==> config.mk <==
export PLATFORM = sky130hd
export DESIGN_NAME = bf16_seq_divider
export DESIGN_NICKNAME = d
export VERILOG_FILES = /design/src/rtl/bf16_pkg.sv /design/src/rtl/bf16_classify.sv /design/src/rtl/bf16_seq_divider.sv
export SDC_FILE = /design/constraint.sdc
export NUM_CORES = 1
export LEC_CHECK = 0
export CORE_UTILIZATION = 55
export CTS_BUF_LIST = sky130_fd_sc_hd__clkbuf_8 sky130_fd_sc_hd__clkbuf_16
export CTS_CLUSTER_DIAMETER = 80
export DETAILED_ROUTE_END_ITERATION = 10
export GPL_TIMING_DRIVEN = 1
export PLACE_DENSITY = 0.81
export SLEW_MARGIN = 25
export SYNTH_ARGS = -nofsm -noshare
export SYNTH_HDL_FRONTEND = slang
export SYNTH_SLANG_ARGS = --single-unit
==> constraint.sdc <==
create_clock -name clk -period 3.3 [get_ports clk]
set_input_delay 0.66 -clock clk [delete_from_list [all_inputs] [get_ports clk]]
set_output_delay 0.66 -clock clk [all_outputs]
set_load 0.01 [all_outputs]
==> src/rtl/bf16_pkg.sv <==
// bf16_pkg: shared constants, field helpers, FSM encoding and flag bundle
// for the BF16 arithmetic blocks (divider, multiplier).
//   BIAS       : BF16 exponent bias
//   QBITS      : quotient bits produced by the sequential divider
//   EXP_INF    : all-ones exponent (inf / NaN)
//   QNAN_CANON : canonical quiet NaN returned for every invalid case
package bf16_pkg;

   localparam int          QBITS      = 9;
   localparam int          BIAS       = 127;
   localparam logic [7:0]  EXP_INF    = 8'hFF;
   localparam logic [15:0] QNAN_CANON = 16'h7FC0;

   typedef enum logic [1:0] {
      S_IDLE = 2'd0,
      S_DIV  = 2'd1,
      S_NORM = 2'd2,
      S_DONE = 2'd3
   } div_state_e;

   typedef struct packed {
      logic zero;
      logic underflow;
      logic overflow;
      logic qnan;
      logic snan;
      logic pos_inf;
      logic neg_inf;
      logic div_by_zero;
   } div_flags_t;

   function automatic logic sign_of(input logic [15:0] v);
      return v[15];
   endfunction

   function automatic logic [7:0] exp_of(input logic [15:0] v);
      return v[14:7];
   endfunction

   function automatic logic [6:0] mant_of(input logic [15:0] v);
      return v[6:0];
   endfunction

endpackage

==> src/rtl/bf16_classify.sv <==
// bf16_classify: combinational operand classifier.
//   op      in  16  BF16 operand
//   is_zero out 1   exponent 0 (subnormals flushed to zero)
//   is_inf  out 1   exponent all-ones, mantissa zero
//   is_qnan out 1   NaN with mantissa MSB set
//   is_snan out 1   NaN with mantissa MSB clear
module bf16_classify
   import bf16_pkg::*;
(
   input  logic [15:0] op,
   output logic        is_zero,
   output logic        is_inf,
   output logic        is_qnan,
   output logic        is_snan
);

   logic exp_max;
   logic mant_nz;

   assign exp_max = (exp_of(op) == EXP_INF);
   assign mant_nz = (mant_of(op) != 7'd0);

   assign is_zero = (exp_of(op) == 8'd0);
   assign is_inf  = exp_max & ~mant_nz;
   assign is_qnan = exp_max &  mant_nz &  op[6];
   assign is_snan = exp_max &  mant_nz & ~op[6];

endmodule

==> src/rtl/bf16_seq_divider.sv <==
// bf16_seq_divider: iterative BF16 divider, result = num1 / num2.
// Restoring radix-2 mantissa division, one quotient bit per clock, then a
// single normalize cycle. Subnormals flush to zero, results truncate.
//   clk, rst                 clock, synchronous active-high reset
//   in_valid/in_ready, num1, num2     operand handshake (in_ready = idle)
//   out_valid/out_ready, result       result handshake
//   zero, underflow, overflow, qNaN, sNaN, positive_inf, negative_inf,
//   div_by_zero                        status flags, registered with result
module bf16_seq_divider
   import bf16_pkg::*;
(
   input  logic        clk,
   input  logic        rst,
   input  logic        in_valid,
   output logic        in_ready,
   input  logic [15:0] num1,
   input  logic [15:0] num2,
   output logic        out_valid,
   input  logic        out_ready,
   output logic [15:0] result,
   output logic        zero,
   output logic        underflow,
   output logic        overflow,
   output logic        qNaN,
   output logic        sNaN,
   output logic        positive_inf,
   output logic        negative_inf,
   output logic        div_by_zero
);

   div_state_e state, state_nxt;

   logic [3:0]        cnt;
   logic [8:0]        rem;
   logic [8:0]        q;
   logic [7:0]        m2_r;
   logic              sign_r;
   logic [9:0]        exp_base;   // exp1 - exp2 + BIAS, two's complement
   logic [15:0]       result_r;
   div_flags_t        flags_r;

   // operand classification on the live inputs: specials resolve at accept
   logic z1, i1, qn1, sn1;
   logic z2, i2, qn2, sn2;

   bf16_classify u_cls1 (.op(num1), .is_zero(z1), .is_inf(i1), .is_qnan(qn1), .is_snan(sn1));
   bf16_classify u_cls2 (.op(num2), .is_zero(z2), .is_inf(i2), .is_qnan(qn2), .is_snan(sn2));

   logic        s_in;
   logic        accept;
   logic        spec_hit;
   logic [15:0] spec_res;
   div_flags_t  spec_flags;

   assign s_in   = sign_of(num1) ^ sign_of(num2);
   assign accept = in_valid & (state == S_IDLE);

   always_comb begin
      spec_hit   = 1'b1;
      spec_res   = QNAN_CANON;
      spec_flags = '0;
      if (sn1 | sn2) begin
         spec_flags.snan = 1'b1;
      end else if (qn1 | qn2) begin
         spec_flags.qnan = 1'b1;
      end else if ((z1 & z2) | (i1 & i2)) begin
         spec_flags.qnan = 1'b1;
      end else if (i1) begin
         spec_res         = {s_in, EXP_INF, 7'h00};
         spec_flags.pos_inf = ~s_in;
         spec_flags.neg_inf = s_in;
      end else if (z2) begin
         spec_res             = {s_in, EXP_INF, 7'h00};
         spec_flags.pos_inf     = ~s_in;
         spec_flags.neg_inf     = s_in;
         spec_flags.div_by_zero = 1'b1;
      end else if (z1 | i2) begin
         spec_res        = {s_in, 15'h0000};
         spec_flags.zero = 1'b1;
      end else begin
         spec_hit = 1'b0;
      end
   end

   // one restoring step; remainder stays below 2*m2 so 9 bits suffice
   logic       q_bit;
   logic [8:0] diff;
   logic [8:0] rem_nxt;

   assign q_bit   = (rem >= {1'b0, m2_r});
   assign diff    = rem - (q_bit ? {1'b0, m2_r} : 9'd0);
   assign rem_nxt = {diff[7:0], 1'b0};

   // normalize: quotient lies in [0.5, 2), so at most one left shift
   logic [6:0]  norm_mant;
   logic [9:0]  e_norm;
   logic [15:0] norm_res;
   div_flags_t  norm_flags;

   assign norm_mant = q[8] ? q[7:1] : q[6:0];
   assign e_norm    = q[8] ? exp_base : exp_base - 10'd1;

   always_comb begin
      norm_flags = '0;
      norm_res   = {sign_r, e_norm[7:0], norm_mant};
      if ($signed(e_norm) >= 10'sd255) begin
         norm_res           = {sign_r, EXP_INF, 7'h00};
         norm_flags.overflow = 1'b1;
         norm_flags.pos_inf  = ~sign_r;
         norm_flags.neg_inf  = sign_r;
      end else if ($signed(e_norm) <= 10'sd0) begin
         norm_res             = {sign_r, 15'h0000};
         norm_flags.underflow = 1'b1;
         norm_flags.zero      = 1'b1;
      end
   end

   always_ff @(posedge clk) begin
      if (rst) state <= S_IDLE;
      else     state <= state_nxt;
   end

   always_comb begin
      state_nxt = state;
      case (state)
         S_IDLE: if (in_valid) state_nxt = spec_hit ? S_DONE : S_DIV;
         S_DIV:  if (cnt == 4'(QBITS - 1)) state_nxt = S_NORM;
         S_NORM: state_nxt = S_DONE;
         S_DONE: if (out_ready) state_nxt = S_IDLE;
         default: state_nxt = S_IDLE;
      endcase
   end

   always_ff @(posedge clk) begin
      if (rst) begin
         cnt      <= '0;
         rem      <= '0;
         q        <= '0;
         m2_r     <= '0;
         sign_r   <= 1'b0;
         exp_base <= '0;
         result_r <= '0;
         flags_r  <= '0;
      end else begin
         case (state)
            S_IDLE: if (accept) begin
               cnt      <= '0;
               q        <= '0;
               rem      <= {2'b01, mant_of(num1)};
               m2_r     <= {1'b1, mant_of(num2)};
               sign_r   <= s_in;
               exp_base <= {2'b00, exp_of(num1)} - {2'b00, exp_of(num2)} + 10'(BIAS);
               if (spec_hit) begin
                  result_r <= spec_res;
                  flags_r  <= spec_flags;
               end
            end
            S_DIV: begin
               q   <= {q[7:0], q_bit};
               rem <= rem_nxt;
               cnt <= cnt + 4'd1;
            end
            S_NORM: begin
               result_r <= norm_res;
               flags_r  <= norm_flags;
            end
            S_DONE: if (out_ready) flags_r <= '0;
            default: ;
         endcase
      end
   end

   assign in_ready     = (state == S_IDLE);
   assign out_valid    = (state == S_DONE);
   assign result       = result_r;
   assign zero         = flags_r.zero;
   assign underflow    = flags_r.underflow;
   assign overflow     = flags_r.overflow;
   assign qNaN         = flags_r.qnan;
   assign sNaN         = flags_r.snan;
   assign positive_inf = flags_r.pos_inf;
   assign negative_inf = flags_r.neg_inf;
   assign div_by_zero  = flags_r.div_by_zero;

endmodule

==> results.py <==
metrics = {
    "layout": {
        "drive_gt1_share_pct": 7.56,
        "antennaDiodeCount": 0,
        "layout_common_cells": "dfxtp_1 (66), nor2_1 (64), nand2_1 (63)",
        "area_growth_syn_to_layout_pct": 22.4,
        "nNetsFinal": 660,
        "mostFrequentLayoutCell": "dfxtp_1",
        "finish.utilization_pct": 70.5,
    },
    "global_route": {
        "grt_pass1_vias": 3723,
        "grt_max_degree": 34,
        "antenna_found_initial": 0,
        "grt.total_usage_pct": 27.7,
        "grt_remaining_overflow": 0,
        "grt_pass1_wl_um": 17000,
    },
    "power": {
        "power_frac_comb_pct": 53.9,
        "ir_drop_mv": 0.418,
        "switchingPower_mw": 1.65,
        "swShare_pct": 42.4,
        "intPower_mw": 2.24,
        "pwr_density_cell_nw_per_um2": 752,
        "clkPwrFrac_pct": 17.5,
        "power_frac_seq_pct": 28.7,
        "leakagePower_nw": 1.93,
    },
    "die": {
        "initial_utilization_pct": 57.6,
        "rows": 31,
        "die_h_um": 89.6,
        "dieWidth_um": 89.6,
        "ios": 62,
        "die_area_um2": 8030,
        "core_area_um2": 7330,
    },
    "synthesis": {
        "synthMuxAreaShare_pct": 3.79,
        "postSynthAreaPerCell_um2": 7.99,
        "syn_inst": 528,
        "ys_seq_area_share_pct": 31.8,
        "synth_top_family_by_area": "simple AND/OR/NAND/NOR gates",
        "async_flop_share_pct": 0,
        "ys_types": 61,
        "ys_warn_count": 0,
        "netlist_area_um2": 4220,
        "synth_ff_type": "dfxtp_1",
        "synthSimpleGateAreaFrac_pct": 23.6,
        "syn-num-nets": 598,
        "synth_xor_xnor_area_share_pct": 5.72,
        "ys_ff_latch": 67,
        "synth-edff-count": 0,
        "synth_top_cell_area_share_pct": 31.8,
        "yosysTopAreaCell": "dfxtp_1",
        "synthAdderAreaFrac_pct": 10.4,
        "synth-compound-area-share_pct": 19.2,
        "synth_area_leaders": "dfxtp_1 (32%), ha_1 (9.5%), nor2_1 (5.7%)",
    },
    "worst_setup_path": {
        "cp_slowest_cell": "a2111o_1",
        "cp_data_required_time_ns": 3.59,
        "setup.worst_path.end": "rem[8]",
        "worstSetupPathType": "reg2reg",
        "endpoint_kind": "flop",
        "r2r-start": "rem[0]",
        "cp_slowest_stage_delay_ns": 0.39,
        "r2r_cells": 15,
        "rr_endpoint": "rem[8]",
        "path_cells": "inv_1 -> ha_1 -> nand2b_1 -> a2111o_1 -> a31oi_1 -> o21bai_1 -> buf_4 -> buf_4 -> nand2_1 -> ha_1 -> and2_1 -> o31ai_1 -> xnor3_1 -> nand2b_1 -> a21oi_1",
        "cp.buffers_inverters": 3,
        "cp_num_cells": 15,
        "cp_max_fo": 4,
        "crit_family": "compound AO/OA/AOI/OAI gates",
        "startpoint_type": "flop",
        "cp-startpoint": "rem[0]",
        "reg2reg_setup_slack_ns": 0.19,
        "worst_ep_arrival_time_ns": 3.40,
    },
    "routing": {
        "wirelength_um": 10400,
        "post-route-drc-count": 0,
        "ant_nets": 0,
        "first_iter_violations": 259,
        "avgViaCountPerCell": 5.92,
        "routedWlPerCell_um": 15.0,
        "num_vias": 4107,
        "first_pass_iters": 5,
    },
    "sta": {
        "slew_violations": 0,
        "max_slew_margin_pct": 45.6,
        "fin_crit_sh_pct": 94.3,
        "finalCriticalPeriod_ns": 3.11,
        "hold_viol_final": 0,
        "worstMarginPinSlew_ns": 0.815,
        "hold_slack_ns": 0.454,
        "fin_worst_skew_ns": 0.0118,
        "max_freq_mhz": 321,
        "setup_viol": 0,
    },
    "clock_network": {
        "clkSlewWorstSetupHoldPaths_ns": 0.08,
        "numCtsBuffers": 9,
        "clock_latency_ns": 0.35,
        "clk_path_buf_depth": 2,
        "tritoncts": "yes",
        "cts.sinks": 67,
        "postCtsHoldBufs": 0,
        "cts-root-buf": "clkbuf_8",
        "h-tree-depth": 3,
    },
    "placement": {
        "place.detailed.hpwl_um": 8030,
        "port_buffers": 61,
        "gp_congestion": 0.931,
    },
    "run": {
        "drv_cap": 0,
    },
    "outcome": {
        "status": "finished clean",
    },
    "min_path": {
        "hold_path.class": "reg2reg",
    },
}
how the worst min path moves through the flow:
stage / end / slack (ns) / cells after the start / startpoint
after floorplan: rem[8] / 0.45 / 2 / rem[8]
after global placement: result[5] / 0.44 / 2 / result[5]
after detailed placement: overflow / 0.44 / 2 / overflow
after CTS: result[0] / 0.46 / 2 / result[0]
after global routing: overflow / 0.48 / 2 / overflow
final: result[0] / 0.45 / 2 / result[0]
flip-flops by register name, summed over array words and instances, names as in the netlist:
| signal | cells |
|---|---|
| result | 16 |
| exp_base | 10 |
| q | 9 |
| rem | 9 |
| m2_r | 8 |
| cnt | 4 |
| state | 2 |
| div_by_zero | 1 |
| negative_inf | 1 |
| overflow | 1 |
| positive_inf | 1 |
| qNaN | 1 |
| sNaN | 1 |
| sign_r | 1 |
| underflow | 1 |
| zero | 1 |
synth_stat cells (5+ instances only):
cell,count
dfxtp_1,67
a311oi_1,5
a22oi_1,15
nand2_1,63
a21oi_1,29
nor4_1,6
nand4_1,10
clkbuf_1,16
xnor2_1,13
xor2_1,12
nor3_1,13
inv_1,34
nor2_1,64
nand2b_1,6
mux2i_1,16
ha_1,32
a211oi_1,20
o21ai_0,18
nand3_1,6
per-layer routing:
metal  share of wire [%]  GRT usage (%)  up-vias
li1                    -              -     2002
met1                  46           36.8     1903
met2                  45           43.5      176
met3                 6.9           5.76       26
met4                 2.6           12.1        0
met5                   0              0        -
power groups by stage:
stage	registers (mW)	logic [mW]	clock network (mW)
floorplan	1.09	1.51	0
global placement	1.12	1.92	0
detailed placement	1.13	2.00	0
CTS	1.11	2.01	0.684
global route	1.14	2.33	0.725
finish	1.11	2.09	0.679
metrics by stage:
stage                     power, mW  cells   TNS, ns  cell area [µm²]  worst slack (ns)
after floorplan                2.60    528         0             4220             0.249
after global placement         3.05    675         0             4940            0.0703
after detailed placement       3.13    675   -0.0813             4940           -0.0679
after CTS                      3.81    691         0             5130            0.0969
after global routing           4.19    694  -0.00724             5170          -0.00724
final                          3.89    694         0             5170             0.188
cells by family after synthesis:
kind of cell	Yosys count
flops	67
xor+xnor	26
buf+inv	58
fa+ha+maj	34
simple gates	206
mux	16
compound gates	121
worst register-to-register path: stages, from the launching register on:
cell and delay [ns]:
dfxtp_2 0.33, inv_1 0.06, ha_1 0.28, nand2b_1 0.14
a2111o_1 0.39, a31oi_1 0.15, o21bai_1 0.11, buf_4 0.16
buf_4 0.14, nand2_1 0.07, ha_1 0.27, and2_1 0.19
o31ai_1 0.26, xnor3_1 0.24, nand2b_1 0.14, a21oi_1 0.14
cell type report:
| cell class | count | area, µm² |
|---|---|---|
| tap | 99 | 124 |
| clock inverter | 7 | 68.8 |
| clock buffer | 9 | 124 |
| inverter | 34 | 128 |
| timing repair buffer | 75 | 723 |
| fill | 587 | 2160 |
| sequential | 67 | 1340 |
| multi-input combinational | 403 | 2660 |
repair_timing:
| action | 4_1_cts | 5_1_grt |
|---|---|---|
| buffers inserted | 0 | 3 |
| endpoints found under the setup margin | 0 | 4 |
| resized for setup | 0 | 5 |
Power figures use the tool's default switching activity.
